File: src/rtl/uart_tx_fifo_drain.sv
// rtl/uart_tx_fifo_drain.sv - UART transmitter draining a first-word-fall-through byte FIFO
//
// Purpose:
//   Pops characters from a FWFT FIFO and serialises each one as 8N1 or 8N2
//   (start bit, DATA_WIDTH data bits LSB first, one or two stop bits) on tx.
//   Bit length is a run-time clocks-per-bit divisor. When the FIFO still
//   holds data at the end of a frame, the next character is taken in the
//   last stop-bit clock so frames follow each other with no idle gap.
//
// Ports:
//   clk        system clock, rising edge
//   reset      asynchronous, active-high reset
//   fifo_dout  head-of-FIFO data, valid whenever fifo_empty is low
//   fifo_empty FIFO has no data
//   fifo_pop   one-cycle pop strobe, combinational from the capture condition
//   div        clocks per bit, 0 behaves as 1, sampled at each capture
//   two_stop   1 = two stop bits, sampled at each capture
//   tx         serial line, idle high, registered
//   busy       high from the cycle after a capture through the last stop clock

module uart_tx_fifo_drain #(
  parameter int DATA_WIDTH = 8,
  parameter int DIV_WIDTH  = 16
) (
  input  logic                  clk,
  input  logic                  reset,
  input  logic [DATA_WIDTH-1:0] fifo_dout,
  input  logic                  fifo_empty,
  output logic                  fifo_pop,
  input  logic [DIV_WIDTH-1:0]  div,
  input  logic                  two_stop,
  output logic                  tx,
  output logic                  busy
);

  localparam int IDX_W = (DATA_WIDTH > 1) ? $clog2(DATA_WIDTH) : 1;
  localparam logic [IDX_W-1:0] LAST_IDX = IDX_W'(DATA_WIDTH - 1);

  typedef enum logic [1:0] {
    IDLE,
    START,
    DATA,
    STOP
  } state_t;

  state_t                  state, state_n;
  logic [DATA_WIDTH-1:0]   shift, shift_n;
  logic [DIV_WIDTH-1:0]    div_l, div_l_n;
  logic                    two_l, two_l_n;
  logic [DIV_WIDTH-1:0]    bit_cnt, bit_cnt_n;
  logic [IDX_W-1:0]        bit_idx, bit_idx_n;
  logic                    stop_idx, stop_idx_n;
  logic                    tx_r, tx_n;

  logic                    capture;
  logic                    bit_end;
  logic [DIV_WIDTH-1:0]    div_eff;
  logic [DIV_WIDTH-1:0]    reload;

  // A zero divisor would never let the countdown terminate cleanly, so it
  // is promoted to one clock per bit.
  assign div_eff = (div == '0) ? DIV_WIDTH'(1) : div;
  assign reload  = div_l - DIV_WIDTH'(1);
  assign bit_end = (bit_cnt == '0);

  always_ff @(posedge clk or posedge reset) begin
    if (reset) begin
      state    <= IDLE;
      shift    <= '0;
      div_l    <= '0;
      two_l    <= 1'b0;
      bit_cnt  <= '0;
      bit_idx  <= '0;
      stop_idx <= 1'b0;
      tx_r     <= 1'b1;
    end else begin
      state    <= state_n;
      shift    <= shift_n;
      div_l    <= div_l_n;
      two_l    <= two_l_n;
      bit_cnt  <= bit_cnt_n;
      bit_idx  <= bit_idx_n;
      stop_idx <= stop_idx_n;
      tx_r     <= tx_n;
    end
  end

  always_comb begin
    state_n    = state;
    shift_n    = shift;
    div_l_n    = div_l;
    two_l_n    = two_l;
    bit_cnt_n  = bit_cnt;
    bit_idx_n  = bit_idx;
    stop_idx_n = stop_idx;
    capture    = 1'b0;
    tx_n       = 1'b1;

    case (state)
      IDLE: begin
        bit_cnt_n = '0;
        if (!fifo_empty) begin
          capture = 1'b1;
        end
      end

      START: begin
        if (bit_end) begin
          state_n   = DATA;
          bit_cnt_n = reload;
          bit_idx_n = '0;
        end else begin
          bit_cnt_n = bit_cnt - DIV_WIDTH'(1);
        end
      end

      DATA: begin
        if (bit_end) begin
          shift_n   = shift >> 1;
          bit_cnt_n = reload;
          if (bit_idx == LAST_IDX) begin
            state_n    = STOP;
            stop_idx_n = 1'b0;
          end else begin
            bit_idx_n = bit_idx + IDX_W'(1);
          end
        end else begin
          bit_cnt_n = bit_cnt - DIV_WIDTH'(1);
        end
      end

      STOP: begin
        if (bit_end) begin
          if (two_l && !stop_idx) begin
            stop_idx_n = 1'b1;
            bit_cnt_n  = reload;
          end else if (!fifo_empty) begin
            // Last stop clock with more data waiting: chain straight into
            // the next start bit.
            capture = 1'b1;
          end else begin
            state_n   = IDLE;
            bit_cnt_n = '0;
          end
        end else begin
          bit_cnt_n = bit_cnt - DIV_WIDTH'(1);
        end
      end

      default: begin
        state_n = IDLE;
      end
    endcase

    // Capture overrides whatever the state logic chose: the frame settings
    // are frozen here and hold until the next capture.
    if (capture) begin
      state_n    = START;
      shift_n    = fifo_dout;
      div_l_n    = div_eff;
      two_l_n    = two_stop;
      bit_cnt_n  = div_eff - DIV_WIDTH'(1);
      bit_idx_n  = '0;
      stop_idx_n = 1'b0;
    end

    // tx is registered from the next state so it changes exactly on the
    // bit boundaries, one clock after the capture for the start bit.
    case (state_n)
      START:   tx_n = 1'b0;
      DATA:    tx_n = shift_n[0];
      default: tx_n = 1'b1;
    endcase
  end

  assign fifo_pop = capture && !reset;
  assign tx       = tx_r;
  assign busy     = (state != IDLE);

endmodule

File: config.mk
export PLATFORM = sky130hd
export DESIGN_NAME = uart_tx_fifo_drain
export DESIGN_NICKNAME = d
export VERILOG_FILES = /design/src/rtl/uart_tx_fifo_drain.sv
export SDC_FILE = /design/constraint.sdc
export NUM_CORES = 1
export LEC_CHECK = 0
export CORE_MARGIN = 2
export CORE_UTILIZATION = 50
export DETAILED_ROUTE_END_ITERATION = 8
export DONT_BUFFER_PORTS = 1
export GPL_TIMING_DRIVEN = 0
export PLACE_DENSITY = 0.65
export REMOVE_ABC_BUFFERS = 1
export SLEW_MARGIN = 40
export SYNTH_ARGS = -nofsm -noshare
export SYNTH_HDL_FRONTEND = slang
export SYNTH_SLANG_ARGS = --single-unit
File: constraint.sdc
create_clock -name clk -period 4.49 [get_ports clk]
set_clock_uncertainty 0.15 [all_clocks]
set_input_delay 0.2245 -clock clk [delete_from_list [all_inputs] [get_ports clk]]
set_output_delay 0.2245 -clock clk [all_outputs]
set_load 0.02 [all_outputs]
==> results.md, run 1 <==
* Drt total wl at 7320 µm
* Synth cell types at 54
* Longest Clk Path Bufs at 2
* GRT Total Usage at 22.89%
* Finish-stage setup viols at 0
* Seq/Total Area, Yosys at 38.26%
* Initial antenna violation count at 0
* Fmax at 0.2958 GHz
* Area grow syn2layout at 15.29%
* Core area at 0.005991 mm²
* Sinks on the clock net at 48
* Nets at 437
* DRC Markers at 0
* Synthesized area per cell at 8.404 µm²
* Main synth FF type: dfrtp_1
* Die Width at 83.29 µm
* Largest net degree at the start of global routing at 26
* Crit Path Category: register to register
* Peak VDD IR at 0.2971 mV
* DP Wirelength at 5323 µm
* First-pass GRT wire length at 13020 µm
* P_int at 1.246 mW
* Routed vias/inst at 5.734
* Ys async rst share at 100.0%
* Clock root cell: clkbuf_8
* Reg power frac at 34.3%
* Initial core utilization at 52.46%
* CTS clk-pin slew, worst paths at 80 ps
* Placer Congestion at 0.7659
* Max FO, Critical Path at 24
* Req. time, crit path at 4520 ps
* Iter 0 DRT Violations at 174
* Drt first pass iters at 4
* Port Buffers at 0
* Layout cells sized above 1 at 7.519%
* Detail Route Antenna Nets at 0
* Logic pwr share at 53.3%
* DIE AREA at 0.006936 mm²
* R2R depth at 8
* Pleak at 1.598 nW
* RSZ-0062 raised after global routing: false
* Dominant cell type by area after synthesis: dfrtp_1
* Min-delay worst type: input port to register
* Cts bufs inserted at 5
* Synth warn at 0
* Min Hold Slack at 2.718 ps
* Die H at 83.29 µm
* Routed WL per cell at 15.44 µm
* Vias in the first global route at 2715
* GR Overflow Total at 0
* CP Capture Type: register
* Sw power at 1.025 mW
* TritonCTS clock tree: built
* CP Launch Type: register
* Post-Synthesis Cells at 374
* Hold-critical path depth at 2
* Most common cell in the netlist: nand2_1
* Synth top area share at 37.42%
* Max-cap violations at 0
* Fin crit share at 75.29%
* Post_cts resized at 0
* Mapped cell area at 0.003143 mm²
* Total power at 2.271 mW
* H-tree Lvls at 2
* Clk pwr share at 12.4%
* Post-synth top cells: 76 x nand2_1, 47 x dfrtp_1, 32 x nor2_1
* Vias at 2718
* Worst-Margin Slew at 845.7 ps
* Worst EP arrival at 3410 ps
* Final Hold Viols at 0
* Site row count at 28
* Flops & latches, synth at 48
* Num ports at 31
* Fin. max-slew vios at 0
* Relative slew slack at 43.24%
* Post-synth EDFFs at 0
* Sw Ratio at 45.15%
* Antenna diodes at 0
* Clock latency on the worst-skew pair at 300 ps
* Outcome: finished clean
* Top cells by area, synth: dfrtp_1 37%, nand2_1 9.1%, xnor2_1 5.3%
* Pwr per Cell Area at 626.7 mW/mm²
* Crit path time final at 3380 ps
==> kinds of logic (layout without fill, tap and decap cells) <==
kind of cell | Yosys count | count (layout) | synth area share (%)
fa+ha+maj | 10 | 10 | 3.981
flops | 48 | 48 | 38.26
simple gates | 180 | 180 | 28.62
xor+xnor | 30 | 30 | 8.360
buf+inv | 21 | 46 | 2.826
mux | 11 | 11 | 3.623
compound gates | 74 | 74 | 14.33
==> stage by stage <==
step | TNS [ps] | utilization (%) | cells | setup slack (ps) | area [µm²]
after floorplan | 0 | - | 364 | 828.4 | 3095
after global placement | -6813 | 53.24 | 439 | -518.8 | 3189
after detailed placement | 0 | 54.70 | 442 | 1097 | 3277
after CTS | 0 | 60.48 | 474 | 1086 | 3623
after global routing | 0 | 60.48 | 474 | 895.3 | 3623
final | 0 | 60.48 | 474 | 1110 | 3623
==> power by group through the flow <==
| stage | combinational [mW] | sequential [mW] | clock (mW) |
|---|---|---|---|
| finish | 1.21 | 0.778 | 0.281 |
| detailed placement | 1.19 | 0.788 | 0 |
| global route | 1.37 | 0.813 | 0.305 |
| CTS | 1.22 | 0.779 | 0.289 |
| floorplan | 0.925 | 0.746 | 0 |
| global placement | 1.13 | 0.782 | 0 |
==> metal layers <==
metal,share of wire [%],vias up,global-route usage [%]
met3,3.6,5,4.175
met4,0.82,0,5.663
li1,-,1356,-
met1,49,1301,31.76
met2,47,56,37.17
met5,0,-,0
==> critical path, stage by stage, from the launching register on <==
cell	delay, ps
dfrtp_1	430
inv_1	80
ha_1	200
or4b_1	590
nor2_1	400
nand2_2	340
o21ai_4	670
nand2_1	210
a21boi_0	180
==> cell type report <==
type                       count  area, µm²
inverter                      11      43.79
multi-input combinational    305       1874
tap                           75      93.84
timing repair buffer          28      312.8
sequential                    48       1202
fill                         555       2367
clock buffer                   7      96.34
==> sequential cells by signal, indices dropped and copies added, names as in the netlist <==
name	cells
two_l	1
bit_cnt	16
stop_idx	1
div_l	16
state	2
bit_idx	3
shift	8
tx	1
==> final timing paths <==
check | from | to | slack (ps)
worst max-delay path | bit_cnt[0] | div_l[0] | 1110
worst min-delay path | div[13] | bit_cnt[13] | 3
worst max register to register | bit_cnt[0] | div_l[0] | 1110
worst min register to register | div_l[15] | div_l[15] | 350
max in group asynchronous | reset | tx | 3450
min in group asynchronous | reset | div_l[3] | 210
==> what timing repair did <==
item,CTS,global route
hold endpoints to repair,78,0
hold buffers,25,0
setup buffers,0,0
==> cells in the final DEF, fill, tap and decap left out, types with 6 or more instances in the layout <==
master and count:
a21oi_1 26, xnor2_1 19, nor2b_1 6, clkbuf_8 7, nand2b_1 6, nand2_1 76
nand3_1 6, ha_1 10, nor3_1 15, nor2_1 32, or3_1 7, o22ai_1 9
o21ai_0 15, dfrtp_1 47, inv_1 10, dlygate4sd3_1 25, mux2i_1 8, xor2_1 11
No activity file was read; power rests on OpenSTA's default activity.
==> run 2, diff against run 1 <==
clock period = 3.4 ns   (was 4.49 ns; I/O delays follow)
==> run 2 against run 1 <==
Against the previous run:
- utilization grew 0.36 points
- sequential share of layout area fell by 0.19 points
- wire length up 2.9%
==> results.md, run 2 (same netlist as run 1, synthesis figures left out) <==
* Vias at 2742
* Drt total wl at 7530 µm
* Site row count at 28
* FILL cells at 550
* Fin. max-slew vios at 0
* Cts bufs inserted at 5
* Pleak at 1.605 nW
* Detail Route Antenna Nets at 0
* Min-delay worst type: input port to register
* Finish-stage setup viols at 0
* Crit Path Category: register to register
* Post-Place Worst Slack at 7.344 ps
* Routed vias/inst at 5.761
* Initial antenna violation count at 0
* Area grow syn2layout at 15.96%
* Core area at 0.005991 mm²
* Antenna diodes at 0
* Initial core utilization at 52.46%
* CP Capture Type: register
* DIE AREA at 0.006936 mm²
* Fmax at 0.3122 GHz
* H-tree Lvls at 2
* Pwr per Cell Area at 830.4 mW/mm²
* GR Overflow Total at 0
* TritonCTS clock tree: built
* Post-CTS setup buffer count at 0
* Most frequent cells in the layout: 76 x nand2_1, 47 x dfrtp_1, 31 x nor2_1, 26 x a21oi_1, 26 x dlygate4sd3_1
* Crit path time final at 3203 ps
* Final Hold Viols at 0
* Fin crit share at 94.21%
* CTS clk-pin slew, worst paths at 90 ps
* Routed WL per cell at 15.82 µm
* Regs by FF count: bit_cnt: 16 flops, div_l: 16 flops, shift: 8 flops
* Die H at 83.29 µm
* DRC Markers at 0
* Leading cell type in the layout, fill and taps excluded: nand2_1
* Storage cell area at 0.001202 mm²
* Die Width at 83.29 µm
* Sinks on the clock net at 48
* Clock latency on the worst-skew pair at 310 ps
* Num ports at 31
* Largest net degree at the start of global routing at 26
* CP Launch Type: register
* Vias in the first global route at 2728
* RSZ-0062 raised after global routing: false
* Req. time, crit path at 3400 ps
* Max-cap violations at 0
* Max FO, Critical Path at 13
* Clock root cell: clkbuf_8
* Peak VDD IR at 0.3919 mV
* Layout cells sized above 1 at 7.980%
* Relative slew slack at 42.58%
* Worst EP arrival at 3200 ps
* Placer Congestion at 0.7659
* GRT Total Usage at 23.10%
* Port Buffers at 0
* Worst-Margin Slew at 855.6 ps
* Final setup margin at 196.9 ps
* Multi-input gate area at 0.001886 mm²
* Nets at 439
* Drt first pass iters at 5
* Longest Clk Path Bufs at 2
* First-pass GRT wire length at 13130 µm
* Outcome: finished clean
* DP Wirelength at 5323 µm
* TNS Setup at 0 ps
* Iter 0 DRT Violations at 186
## run 2: per-layer routing
layer / global-route usage, % / share of wire, % / vias to the layer above / wire (µm)
met5: 0 / 0 / - / 0
met4: 5.663 / 1.2 / 0 / 94
met3: 4.076 / 4.2 / 8 / 313
met2: 37.83 / 46 / 56 / 3489
met1: 31.89 / 48 / 1318 / 3633
li1: - / - / 1360 / -
## run 2: critical path: stages (launching register included)
cell     delay [ps]
dfrtp_1         430
inv_1            80
ha_1            200
or4b_1          600
nor2_2          290
and2_2          420
a21oi_2         170
o21ai_1         490
o32ai_1         220
## run 2: what timing repair did
| item | 4_1_cts | 5_1_grt |
|---|---|---|
| pin swaps | 0 | 1 |
| resized for setup | 1 | 0 |
| cloned | 0 | 1 |
| setup endpoints to repair | 1 | 1 |
| hold buffers | 26 | 0 |
| hold endpoints to repair | 84 | 0 |
## run 2: final timing paths
check	cells after the start	endpoint	slack, ps	startpoint
worst min-delay path	4	bit_cnt[15]	9	div[14]
worst max register to register	8	bit_cnt[10]	200	bit_cnt[0]
worst max-delay path	8	bit_cnt[10]	200	bit_cnt[0]
worst min register to register	2	div_l[15]	350	div_l[15]
min in group asynchronous	2	div_l[3]	150	reset
max in group asynchronous	3	tx	2430	reset
## run 2: layout make-up
| cell class | count | area share [%] |
|---|---|---|
| multi-input combinational | 306 | 51.73 |
| timing repair buffer | 29 | 8.857 |
| tap | 75 | 2.575 |
| sequential | 48 | 32.99 |
| clock buffer | 7 | 2.643 |
| inverter | 11 | 1.202 |
## run 2: power by group
| group | switching, mW | internal, mW |
|---|---|---|
| clock | 0.194 | 0.182 |
| sequential | 0.230 | 0.801 |
| combinational | 0.954 | 0.666 |
## run 2: per-stage QoR
stage	instance area (µm²)	total power, mW	instances	hold slack [ps]	util (%)
after floorplan	3095	2.206	364	125.4	-
after global placement	3189	2.525	439	134.8	53.24
after detailed placement	3277	2.613	442	-113.6	54.70
after CTS	3636	3.022	475	6.521	60.69
after global routing	3645	3.309	476	36.17	60.84
final	3645	3.027	476	9.328	60.84
